--- src/rtl/i2s_pkg.sv ---
// Shared types and constants for the I2S DAC controller.
package i2s_pkg;

  localparam int SLOTS_PER_FRAME = 32;
  localparam int SAMPLE_W        = 16;
  localparam int FRAME_W         = 2 * SAMPLE_W;

  typedef enum logic [1:0] {
    ST_IDLE = 2'd0,
    ST_RUN  = 2'd1,
    ST_STOP = 2'd2
  } state_e;

  // Left sample occupies the upper half so the frame word reads {L,R}.
  typedef struct packed {
    logic signed [SAMPLE_W-1:0] left;
    logic signed [SAMPLE_W-1:0] right;
  } frame_t;

  // Terminal count of the BCK half-period divider (H-1, with H = 2^sel).
  function automatic logic [2:0] half_max(input logic [1:0] sel);
    case (sel)
      2'd0:    return 3'd0;
      2'd1:    return 3'd1;
      2'd2:    return 3'd3;
      default: return 3'd7;
    endcase
  endfunction

endpackage

--- src/rtl/i2s_frame_fifo.sv ---
// Synchronous stereo-frame FIFO with occupancy output; ready held low while in reset.
module i2s_frame_fifo
  import i2s_pkg::*;
#(
  parameter int DEPTH = 4
) (
  input  logic                    clk,
  input  logic                    reset_n,
  input  logic                    push,
  input  logic                    pop,
  input  frame_t                  wdata,
  output frame_t                  rdata,
  output logic                    ready,
  output logic                    empty,
  output logic [$clog2(DEPTH):0]  level
);

  localparam int AW = $clog2(DEPTH);

  frame_t          mem [DEPTH];
  logic [AW-1:0]   wp_q, rp_q;
  logic [AW:0]     lvl_q;
  logic            rdy_q, full, do_push, do_pop;

  assign full    = (lvl_q == (AW+1)'(DEPTH));
  assign empty   = (lvl_q == '0);
  assign ready   = rdy_q && !full;
  assign do_push = push && ready;
  assign do_pop  = pop && !empty;
  assign rdata   = mem[rp_q];
  assign level   = lvl_q;

  always_ff @(posedge clk) begin
    if (do_push) mem[wp_q] <= wdata;
  end

  always_ff @(posedge clk or negedge reset_n) begin
    if (!reset_n) begin
      wp_q  <= '0;
      rp_q  <= '0;
      lvl_q <= '0;
      rdy_q <= 1'b0;
    end else begin
      rdy_q <= 1'b1;
      if (do_push) wp_q <= wp_q + AW'(1);
      if (do_pop)  rp_q <= rp_q + AW'(1);
      case ({do_push, do_pop})
        2'b10:   lvl_q <= lvl_q + (AW+1)'(1);
        2'b01:   lvl_q <= lvl_q - (AW+1)'(1);
        default: ;
      endcase
    end
  end

endmodule

--- src/rtl/i2s_dac_ctrl.sv ---
// I2S transmitter: BCK divider, 32-slot frame counter, one-bit-delayed shifter
// and run/stop FSM fed from a small frame FIFO.
module i2s_dac_ctrl
  import i2s_pkg::*;
#(
  parameter int FIFO_DEPTH = 4,
  parameter int CNT_W      = 8
) (
  input  logic                           clk,
  input  logic                           reset_n,
  input  logic                           enable,
  input  logic [1:0]                     div_sel,
  input  logic                           rpt_mode,
  input  logic                           s_valid,
  input  logic signed [SAMPLE_W-1:0]     s_left,
  input  logic signed [SAMPLE_W-1:0]     s_right,
  output logic                           s_ready,
  output logic [$clog2(FIFO_DEPTH):0]    fifo_level,
  output logic [CNT_W-1:0]               underrun_cnt,
  output logic                           busy,
  output logic                           frame_req,
  output logic                           bck,
  output logic                           lrck,
  output logic                           din
);

  state_e              state_q, state_d;
  logic [1:0]          sel_q;
  logic [2:0]          cnt_q, cnt_d;
  logic                bck_q, bck_d, lrck_q, lrck_d, din_q, din_d, freq_q, freq_d;
  logic [4:0]          slot_q, slot_d;
  logic [FRAME_W-1:0]  w_q, w_d;
  logic [CNT_W-1:0]    ucnt_q, ucnt_d;
  logic                push, pop, fifo_empty;
  frame_t              in_frame, head;

  assign in_frame = '{left: s_left, right: s_right};
  assign push     = s_valid && s_ready;

  i2s_frame_fifo #(.DEPTH(FIFO_DEPTH)) u_fifo (
    .clk     (clk),
    .reset_n (reset_n),
    .push    (push),
    .pop     (pop),
    .wdata   (in_frame),
    .rdata   (head),
    .ready   (s_ready),
    .empty   (fifo_empty),
    .level   (fifo_level)
  );

  always_ff @(posedge clk or negedge reset_n) begin
    if (!reset_n) begin
      state_q <= ST_IDLE;
      sel_q   <= 2'd0;
      cnt_q   <= '0;
      bck_q   <= 1'b0;
      lrck_q  <= 1'b0;
      din_q   <= 1'b0;
      freq_q  <= 1'b0;
      slot_q  <= '0;
      w_q     <= '0;
      ucnt_q  <= '0;
    end else begin
      state_q <= state_d;
      if (state_q == ST_IDLE) sel_q <= div_sel;
      cnt_q   <= cnt_d;
      bck_q   <= bck_d;
      lrck_q  <= lrck_d;
      din_q   <= din_d;
      freq_q  <= freq_d;
      slot_q  <= slot_d;
      w_q     <= w_d;
      ucnt_q  <= ucnt_d;
    end
  end

  always_comb begin
    state_d = state_q;
    cnt_d   = cnt_q;
    bck_d   = bck_q;
    lrck_d  = lrck_q;
    din_d   = din_q;
    slot_d  = slot_q;
    w_d     = w_q;
    ucnt_d  = ucnt_q;
    freq_d  = 1'b0;
    pop     = 1'b0;

    case (state_q)
      ST_IDLE: if (enable)  state_d = ST_RUN;
      ST_RUN:  if (!enable) state_d = ST_STOP;
      ST_STOP: if (enable)  state_d = ST_RUN;
      default: state_d = ST_IDLE;
    endcase

    if (state_q == ST_IDLE) begin
      // W is cleared here so the first load after a restart repeats zeros.
      cnt_d  = '0;
      bck_d  = 1'b0;
      lrck_d = 1'b0;
      din_d  = 1'b0;
      slot_d = '0;
      w_d    = '0;
    end else if (cnt_q != half_max(sel_q)) begin
      cnt_d = cnt_q + 3'd1;
    end else begin
      cnt_d = '0;
      bck_d = ~bck_q;
      if (bck_q) begin
        if (state_q == ST_STOP && !enable && slot_q == '0) begin
          state_d = ST_IDLE;
          lrck_d  = 1'b0;
          din_d   = 1'b0;
        end else begin
          slot_d = slot_q + 5'd1;
          lrck_d = slot_d[4];
          if (slot_q == '0) begin
            pop    = !fifo_empty;
            freq_d = 1'b1;
            if (!fifo_empty) begin
              w_d = head;
            end else begin
              if (!rpt_mode) w_d = '0;
              if (ucnt_q != '1) ucnt_d = ucnt_q + CNT_W'(1);
            end
            din_d = w_d[FRAME_W-1];
          end else begin
            // New slot s carries W[31-(s-1)], and s-1 is the old slot index.
            din_d = w_q[~slot_q];
          end
        end
      end
    end
  end

  assign busy         = (state_q != ST_IDLE);
  assign frame_req    = freq_q;
  assign bck          = bck_q;
  assign lrck         = lrck_q;
  assign din          = din_q;
  assign underrun_cnt = ucnt_q;

endmodule
--- config.mk ---
export PLATFORM = sky130hd
export DESIGN_NAME = i2s_dac_ctrl
export DESIGN_NICKNAME = d
export VERILOG_FILES = /design/src/rtl/i2s_pkg.sv /design/src/rtl/i2s_frame_fifo.sv /design/src/rtl/i2s_dac_ctrl.sv
export SDC_FILE = /design/constraint.sdc
export NUM_CORES = 1
export LEC_CHECK = 0
export BUFFER_PORTS_ARGS = -buffer_cell sky130_fd_sc_hd__buf_2
export CAP_MARGIN = 20
export CORE_ASPECT_RATIO = 2
export CORE_MARGIN = 2
export CORE_UTILIZATION = 45
export CTS_CLUSTER_DIAMETER = 60
export DETAILED_ROUTE_END_ITERATION = 8
export SLEW_MARGIN = 10
export SYNTH_ARGS = -nofsm -noshare
export SYNTH_HDL_FRONTEND = slang
export SYNTH_HIERARCHICAL = 1
export SYNTH_SLANG_ARGS = --single-unit
--- constraint.sdc ---
create_clock -name clk -period 3 [get_ports clk]
set_input_delay 0.6 -clock clk [delete_from_list [all_inputs] [get_ports clk]]
set_output_delay 0.6 -clock clk [all_outputs]
set_load 0.1 [all_outputs]
==> flow_metrics.tcl, run 1 <==
set metrics [dict create \
    syn_area_per_cell_sq_um 17.94 \
    synth_cells 436 \
    reg2regPathDepth 11 \
    arrival_ps 3180 \
    grt_pass1_wl_um 23420 \
    vdd_drop_max_v 0.0005197 \
    postSynth.asyncResetShare 0.3333 \
    muxShareOfSynthArea 0.1295 \
    path_class "reg2reg" \
    synth_warnings 6 \
    worstMarginPinSlew_ps 668.9 \
    min_period_ps 2835 \
    start_kind "register" \
    synth_edf_count 128 \
    die_x_um 97.24 \
    fin_hold_ws_ps 208.9 \
    finClkSkew_ps 11.75 \
    drtIter0Drc 202 \
    viasPerCell 5.524 \
    endpoint "u_fifo/level[2]$_DFFE_PN0P_" \
    firstDrtPassIters 4 \
    dieHeight_um 190.5 \
    synthAdderAreaFrac 0.01695 \
    fmax_mhz 352.7 \
    cts-root-buf "clkbuf_16" \
    synth_top_area_share 0.4913 \
    antenna_found_initial 0 \
    ys_types 55 \
    synthTopCellsByArea "edfxtp_1, dfrtp_1, mux4_2" \
    r2r_start "sel_q[1]$_DFFE_PN0P_" \
    nets 557 \
    status "finished, final reports clean" \
    clk_path_buf_depth 2 \
    worstPathRequired_ps 3340 \
    cts_tree "done" \
    antenna_cells 0 \
    crit_path_frequent_cell "xor2_1" \
    wl_um 14430 \
    reg2reg_to "u_fifo/level[2]$_DFFE_PN0P_" \
    ios 56 \
    maxSlewViolCount 0 \
    route.detailed.drc 0 \
    worstSkewPairLatency_ps 430 \
    syn-num-nets 485 \
    timing.final.crit_share 0.9451 \
    max-slew-margin-rel 0.5541 \
    utilization 0.5223 \
    hold_violations 0 \
    cts.clk_slew.worst_paths_ps 70 \
    reg2reg_setup_slack_ps 160 \
    crit_path_end_kind "register" \
    numPortBuffers 55 \
    max_cap_violations 0 \
    grt_pass1_vias 4382 \
    drive_gt1_frac 0.3033 \
    synth-seq-cells 192 \
    critPathMaxFanout 8 \
    hold_class "in2async" \
    vias 4038 \
    cellLeakagePower_nw 3.441 \
    routedWlPerCell_um 19.74 \
    cts.sinks 192 \
    yosysTopAreaCell "edfxtp_1" \
    grt_overflow 0 \
    initial_core_util 0.4552 \
    final.fill_count 1406 \
    seq_area_frac_synth 0.6960 \
    synth_compound_area_frac 0.06205 \
    synth_area_sq_um 7824 \
    synth_top_family_by_area "multiplexers" \
    setup_violations 0 \
    std_cell_rows 68 \
    gp_congestion 0.8376 \
    core_area_sq_um 17190 \
    power_w 0.007314 \
    cp_slowest_stage_delay_ps 580 \
    grtUsageTotal 0.1650 \
    power.density_nw_per_um2 814.8 \
    synth_xor_area_frac 0.02015 \
    ys.flop_type "edfxtp_1" \
    syn_to_final_growth_pct 14.73 \
    cts_made_buffers 17 \
    crit_chain "or4_4 > nor2_8 > o211ai_4 > nor3_1 > o31a_1 > ha_1 > inv_1 > fa_1 > xor2_1 > nor2_1 > xor2_1" \
    place_hpwl_um 9174 \
    critPathSlowestCell "or4_4" \
    htree_levels 4 \
    drtAntennaViolNets 0 \
    crit_start "sel_q[1]$_DFFE_PN0P_" \
    yosys.area_share.simple 0.04814 \
    die_area_sq_um 18520 \
    grt_max_degree 38 \
]
==> stage by stage <==
stage / cells / setup slack, ps / setup TNS [ps] / area [sq um]
2_1_floorplan: 436 / 22.43 / 0 / 7844
3_3_place_gp: 698 / 156.6 / 0 / 8397
3_5_place_dp: 698 / 89.31 / 0 / 8397
4_1_cts: 730 / 66.33 / 0 / 8969
5_1_grt: 731 / -12.98 / -12.98 / 8976
6_report: 731 / 164.8 / 0 / 8976
==> metal layers <==
layer	vias up	track usage	share of wire
met5	-	0	0
met3	21	0.03482	0.028
met4	0	0.06197	0.019
li1	1858	-	-
met2	79	0.2986	0.55
met1	2080	0.1923	0.40
==> state kept, by name, summed over array words and instances, names as in the netlist, 2 cells and up <==
| name | cells |
|---|---|
| u_fifo/mem | 128 |
| w_q | 32 |
| underrun_cnt | 8 |
| slot_q | 5 |
| cnt_q | 3 |
| u_fifo/level | 3 |
| sel_q | 2 |
| state_q | 2 |
| u_fifo/rp_q | 2 |
| u_fifo/wp_q | 2 |
==> synthesized netlist by cell type (3+ instances only) <==
| master | instances |
|---|---|
| edfxtp_1 | 128 |
| dfrtp_1 | 64 |
| mux4_2 | 33 |
| a22o_1 | 31 |
| nand2_1 | 15 |
| nor2_1 | 15 |
| xor2_1 | 14 |
| inv_1 | 12 |
| mux2i_1 | 12 |
| buf_2 | 11 |
| ha_1 | 9 |
| clkbuf_1 | 6 |
| nor3_1 | 6 |
| and2_1 | 5 |
| nand3_1 | 5 |
| o21ai_0 | 5 |
| a21oi_1 | 4 |
| mux2_2 | 4 |
| mux4_1 | 4 |
| nor4_1 | 4 |
| xnor2_1 | 4 |
| buf_12 | 3 |
| o211ai_1 | 3 |
==> placed cells by master (no fill, tap or decap), types with 2 or more instances in the layout <==
master	n
nand2_1	15
ha_1	9
mux2i_1	12
dfrtp_2	4
buf_2	55
a21oi_1	4
inv_1	12
buf_4	18
bufinv_16	2
nand3b_1	2
buf_12	2
xnor2_1	4
nor2_1	15
nor4b_1	2
nor4_1	4
nor3_1	6
and2_2	4
o31a_1	2
o211ai_1	3
a22o_1	31
mux4_2	33
clkinv_2	3
nand4_1	2
clkbuf_16	17
mux2_2	4
clkinv_4	5
clkinv_1	3
o21ai_0	5
dfrtp_1	60
mux4_1	4
and3_1	2
nand3_1	5
xor2_1	14
edfxtp_1	128
==> critical path: cells and delay by family, from the launching register on <==
kind,cells,cell delay [ps]
flops,1,420
fa+ha+maj,2,560
xor+xnor,2,300
buf+inv,1,60
simple gates,4,1100
compound gates,2,310
==> worst min-delay path by stage <==
stage                                     start                     endpoint  slack [ps]  cells after the start
CTS                                     reset_n       u_fifo/rdy_q$_DFF_PN0_         220                      1
global placement    underrun_cnt[6]$_DFFE_PN0P_  underrun_cnt[6]$_DFFE_PN0P_         480                      1
finish                                  reset_n   u_fifo/wp_q[0]$_DFFE_PN0P_         210                      1
global route                            reset_n   u_fifo/rp_q[1]$_DFFE_PN0P_         250                      1
floorplan                               reset_n              bck$_DFFE_PN0P_         300                      0
detailed placement          w_q[13]$_DFFE_PN0P_          w_q[13]$_DFFE_PN0P_         490                      1
==> repair_timing <==
action	in CTS	in global routing
hold buffers	0	0
gates resized for setup	0	0
setup buffers	0	1
setup endpoints to repair	0	1
==> where the power goes <==
part	switching, W	internal (W)	total [W]
Sequential	0.000248	0.00310	0.00335
Combinational	0.00105	0.000747	0.00180
Clock	0.000945	0.00123	0.00217
==> cells by family after synthesis <==
group / Yosys count
compound gates: 59
xor+xnor: 18
fa+ha+maj: 10
buf+inv: 35
flops: 192
mux: 53
other cells: 1
simple gates: 68
==> layout make-up <==
type,instances,area [sq um],area share
multi-input combinational,209,2192,0.2442
clock buffer,18,429.2,0.04781
inverter,13,48.80,0.005436
timing repair buffer,75,450.4,0.05018
sequential,192,5450,0.6072
tap,210,262.8,0.02927
clock inverter,14,142.6,0.01589
Note: power is estimated with default switching activity, not from simulation.
==> run 2, diff against run 1 <==
--- a/config.mk
+++ b/config.mk
@@ -5,12 +5,14 @@
 export SDC_FILE = /design/constraint.sdc
 export NUM_CORES = 1
 export LEC_CHECK = 0
+export ABC_AREA = 1
 export BUFFER_PORTS_ARGS = -buffer_cell sky130_fd_sc_hd__buf_2
 export CAP_MARGIN = 20
 export CORE_ASPECT_RATIO = 2
 export CORE_MARGIN = 2
 export CORE_UTILIZATION = 45
 export CTS_CLUSTER_DIAMETER = 60
+export CTS_CLUSTER_SIZE = 14
 export DETAILED_ROUTE_END_ITERATION = 8
 export SLEW_MARGIN = 10
 export SYNTH_ARGS = -nofsm -noshare
==> constraint.sdc (replaced) <==
create_clock -name clk -period 3 [get_ports clk]
set_input_delay 0.6 -clock clk [delete_from_list [all_inputs] [get_ports clk]]
set_output_delay 0.6 -clock clk [all_outputs]
set_load 0.01 [all_outputs]
==> flow_metrics.tcl, run 2 <==
set metrics [dict create \
    cp_slowest_stage_delay_ps 420 \
    largest_reg_flops 128 \
    path_class "reg2reg" \
    cts_hold_buf 0 \
    synth_cells 802 \
    std_cell_rows 71 \
    synth-seq-cells 192 \
    syn_area_per_cell_sq_um 10.72 \
    grt_pass1_wl_um 27740 \
    synth_xor_area_frac 0.01222 \
    rsz0062_at_grt "false" \
    grtUsageTotal 0.1778 \
    tns_ps 0 \
    arrival_ps 2990 \
    fin_hold_ws_ps 11.49 \
    timing.final.crit_share 0.8903 \
    power.density_nw_per_um2 862.0 \
    numPortBuffers 55 \
    antenna_found_initial 0 \
    synthTopCellsByArea "edfxtp_1, dfrtp_1, nand2_1" \
    synthAdderAreaFrac 0.01542 \
    drtIter0Drc 310 \
    crit_chain "xnor2_1 > nand3_1 > nor2_2 > nand2_2 > nor2_4 > nand2_1 > nor2_1 > nand2_1 > inv_1 > ha_1 > inv_1 > fa_1 > nand2_1 > nand3_1 > nand2_1 > nand2_1" \
    route.detailed.drc 0 \
    postSynth.asyncResetShare 0.3333 \
    synth_top_area_share 0.4469 \
    place_hpwl_um 11260 \
    vias 5638 \
    antenna_cells 0 \
    start_kind "register" \
    synth_edf_count 128 \
    routedWlPerCell_um 15.02 \
    seq_area_frac_synth 0.6331 \
    fmax_mhz 374.4 \
    muxShareOfSynthArea 0 \
    drive_gt1_frac 0.2314 \
    critPathMaxFanout 5 \
    layout_common_cells "nand2_1, edfxtp_1, nor2_1, o21ai_1, dfrtp_1" \
    crit_buf_inv 2 \
    synth_compound_area_frac 0.1018 \
    synth_top_family_by_area "simple AND/OR/NAND/NOR gates" \
    post-cts-setup-buffers 0 \
    worstSkewPairLatency_ps 430 \
    hold_violations 0 \
    worstPathRequired_ps 3320 \
    syn_to_final_growth_pct 12.12 \
    wl_um 16950 \
    nets 909 \
    crit_path_frequent_cell "nand2_1" \
    grt_pass1_vias 5648 \
    largest-register "u_fifo/mem" \
    yosysTopAreaCell "edfxtp_1" \
    viasPerCell 4.998 \
    grt_overflow 0 \
    cts_made_buffers 17 \
    cts_tree "done" \
    ys_types 39 \
    reg2regPathDepth 16 \
    ios 56 \
    finClkSkew_ps 8.172 \
    setup_violations 0 \
    core_area_sq_um 18740 \
    cts_resized 0 \
    yosysMostFrequentCell "nand2_1" \
    crit_path_end_kind "register" \
    gp_congestion 0.8679 \
    yosys.area_share.simple 0.1833 \
    final.fill_count 1700 \
    synth_common_cells "nand2_1, edfxtp_1, nor2_1" \
    grt_max_degree 63 \
    syn-num-nets 851 \
    firstDrtPassIters 4 \
    synth_area_sq_um 8601 \
    hold_class "in2async" \
    synth_warnings 6 \
    worstMarginPinSlew_ps 922.8 \
    cellLeakagePower_nw 3.910 \
    max_cap_violations 0 \
    crit_family "simple AND/OR/NAND/NOR gates" \
    cts.clk_slew.worst_paths_ps 70 \
    cts.sinks 192 \
    htree_levels 4 \
    die_area_sq_um 20300 \
    clk_path_buf_depth 2 \
    critPathSlowestCell "dfrtp_1" \
    cts-root-buf "clkbuf_16" \
    ys.flop_type "edfxtp_1" \
    layout_commonest_cell "nand2_1" \
    max-slew-margin-rel 0.3848 \
    maxSlewViolCount 0 \
    initial_core_util 0.4588 \
    status "finished, final reports clean" \
    vdd_drop_max_v 0.0005962 \
    die_x_um 101.8 \
    dieHeight_um 199.5 \
    drtAntennaViolNets 0 \
    min_period_ps 2671 \
    worstSetupPathDepth 16 \
]
run 2: cell count changes after synthesis, sizes merged, moves of 12 or more:
cell,delta
a22o,-31
nand3,+36
mux2i,-12
buf,+12
nor2,+110
inv,+35
nand2,+162
mux4,-37
o21ai,+131
run 2: stage by stage:
stage                     std cells  setup WS, ps  area [sq um]  total power (W)    util
after floorplan                 802         10.85          8601         0.005687       -
after detailed placement       1095         344.5          9070         0.006296  0.4839
after global routing           1128         102.4          9643         0.008889  0.5145
after global placement         1095         479.6          9070         0.006195  0.4839
after CTS                      1127         316.6          9623         0.008416  0.5134
final                          1128         329.0          9643         0.008312  0.5145
run 2: final cells by class:
type	count	area, sq um	area share
multi-input cells	526	2706	0.2807
repair buffers	75	437.9	0.04541
inverters	48	180.2	0.01868
flip-flops and latches	192	5446	0.5648
well taps	255	319.1	0.03309
clock inverters	15	127.6	0.01323
clock buffers	17	425.4	0.04412
run 2: worst reg2reg max path, stage by stage (launching register included):
cell     delay (ps)
dfrtp_1         420
xnor2_1         240
nand3_1         120
nor2_2          200
nand2_2         140
nor2_4          110
nand2_1          70
nor2_1          180
nand2_1         120
inv_1            80
ha_1            150
inv_1            70
fa_1            390
nand2_1         100
nand3_1          80
nand2_1          60
nand2_1          50
run 2: final timing paths:
kind	slack, ps	start	endpoint
worst max-delay path	330	sel_q[1]$_DFFE_PN0P_	u_fifo/level[2]$_DFFE_PN0P_
worst min-delay path	10	reset_n	u_fifo/wp_q[1]$_DFFE_PN0P_
worst max register to register	330	sel_q[1]$_DFFE_PN0P_	u_fifo/level[2]$_DFFE_PN0P_
worst min register to register	490	w_q[18]$_DFFE_PN0P_	w_q[18]$_DFFE_PN0P_
max in group asynchronous	2250	reset_n	w_q[6]$_DFFE_PN0P_
min in group clk	370	div_sel[0]	sel_q[0]$_DFFE_PN0P_
run 2: cells by family after synthesis:
| family | after synthesis |
|---|---|
| and+or+nand+nor | 356 |
| DFF | 192 |
| AOI/OAI and AO/OA | 147 |
| buffers and inverters | 84 |
| xor gates and xnor gates | 12 |
| adders and majority gates | 10 |
| other | 1 |
run 2: power breakdown:
part	switching (W)	leakage, nW	total [W]	internal [W]
combinational	0.00183	1.65	0.00276	0.000924
clock	0.00103	0.263	0.00212	0.00109
sequential	0.000250	2.00	0.00344	0.00319
run 2: routing by layer:
metal	track usage	up-vias	share of wire
li1	-	2818	-
met1	0.2017	2728	0.40
met2	0.3299	81	0.56
met3	0.02903	11	0.023
met4	0.06056	0	0.013
met5	0	-	0
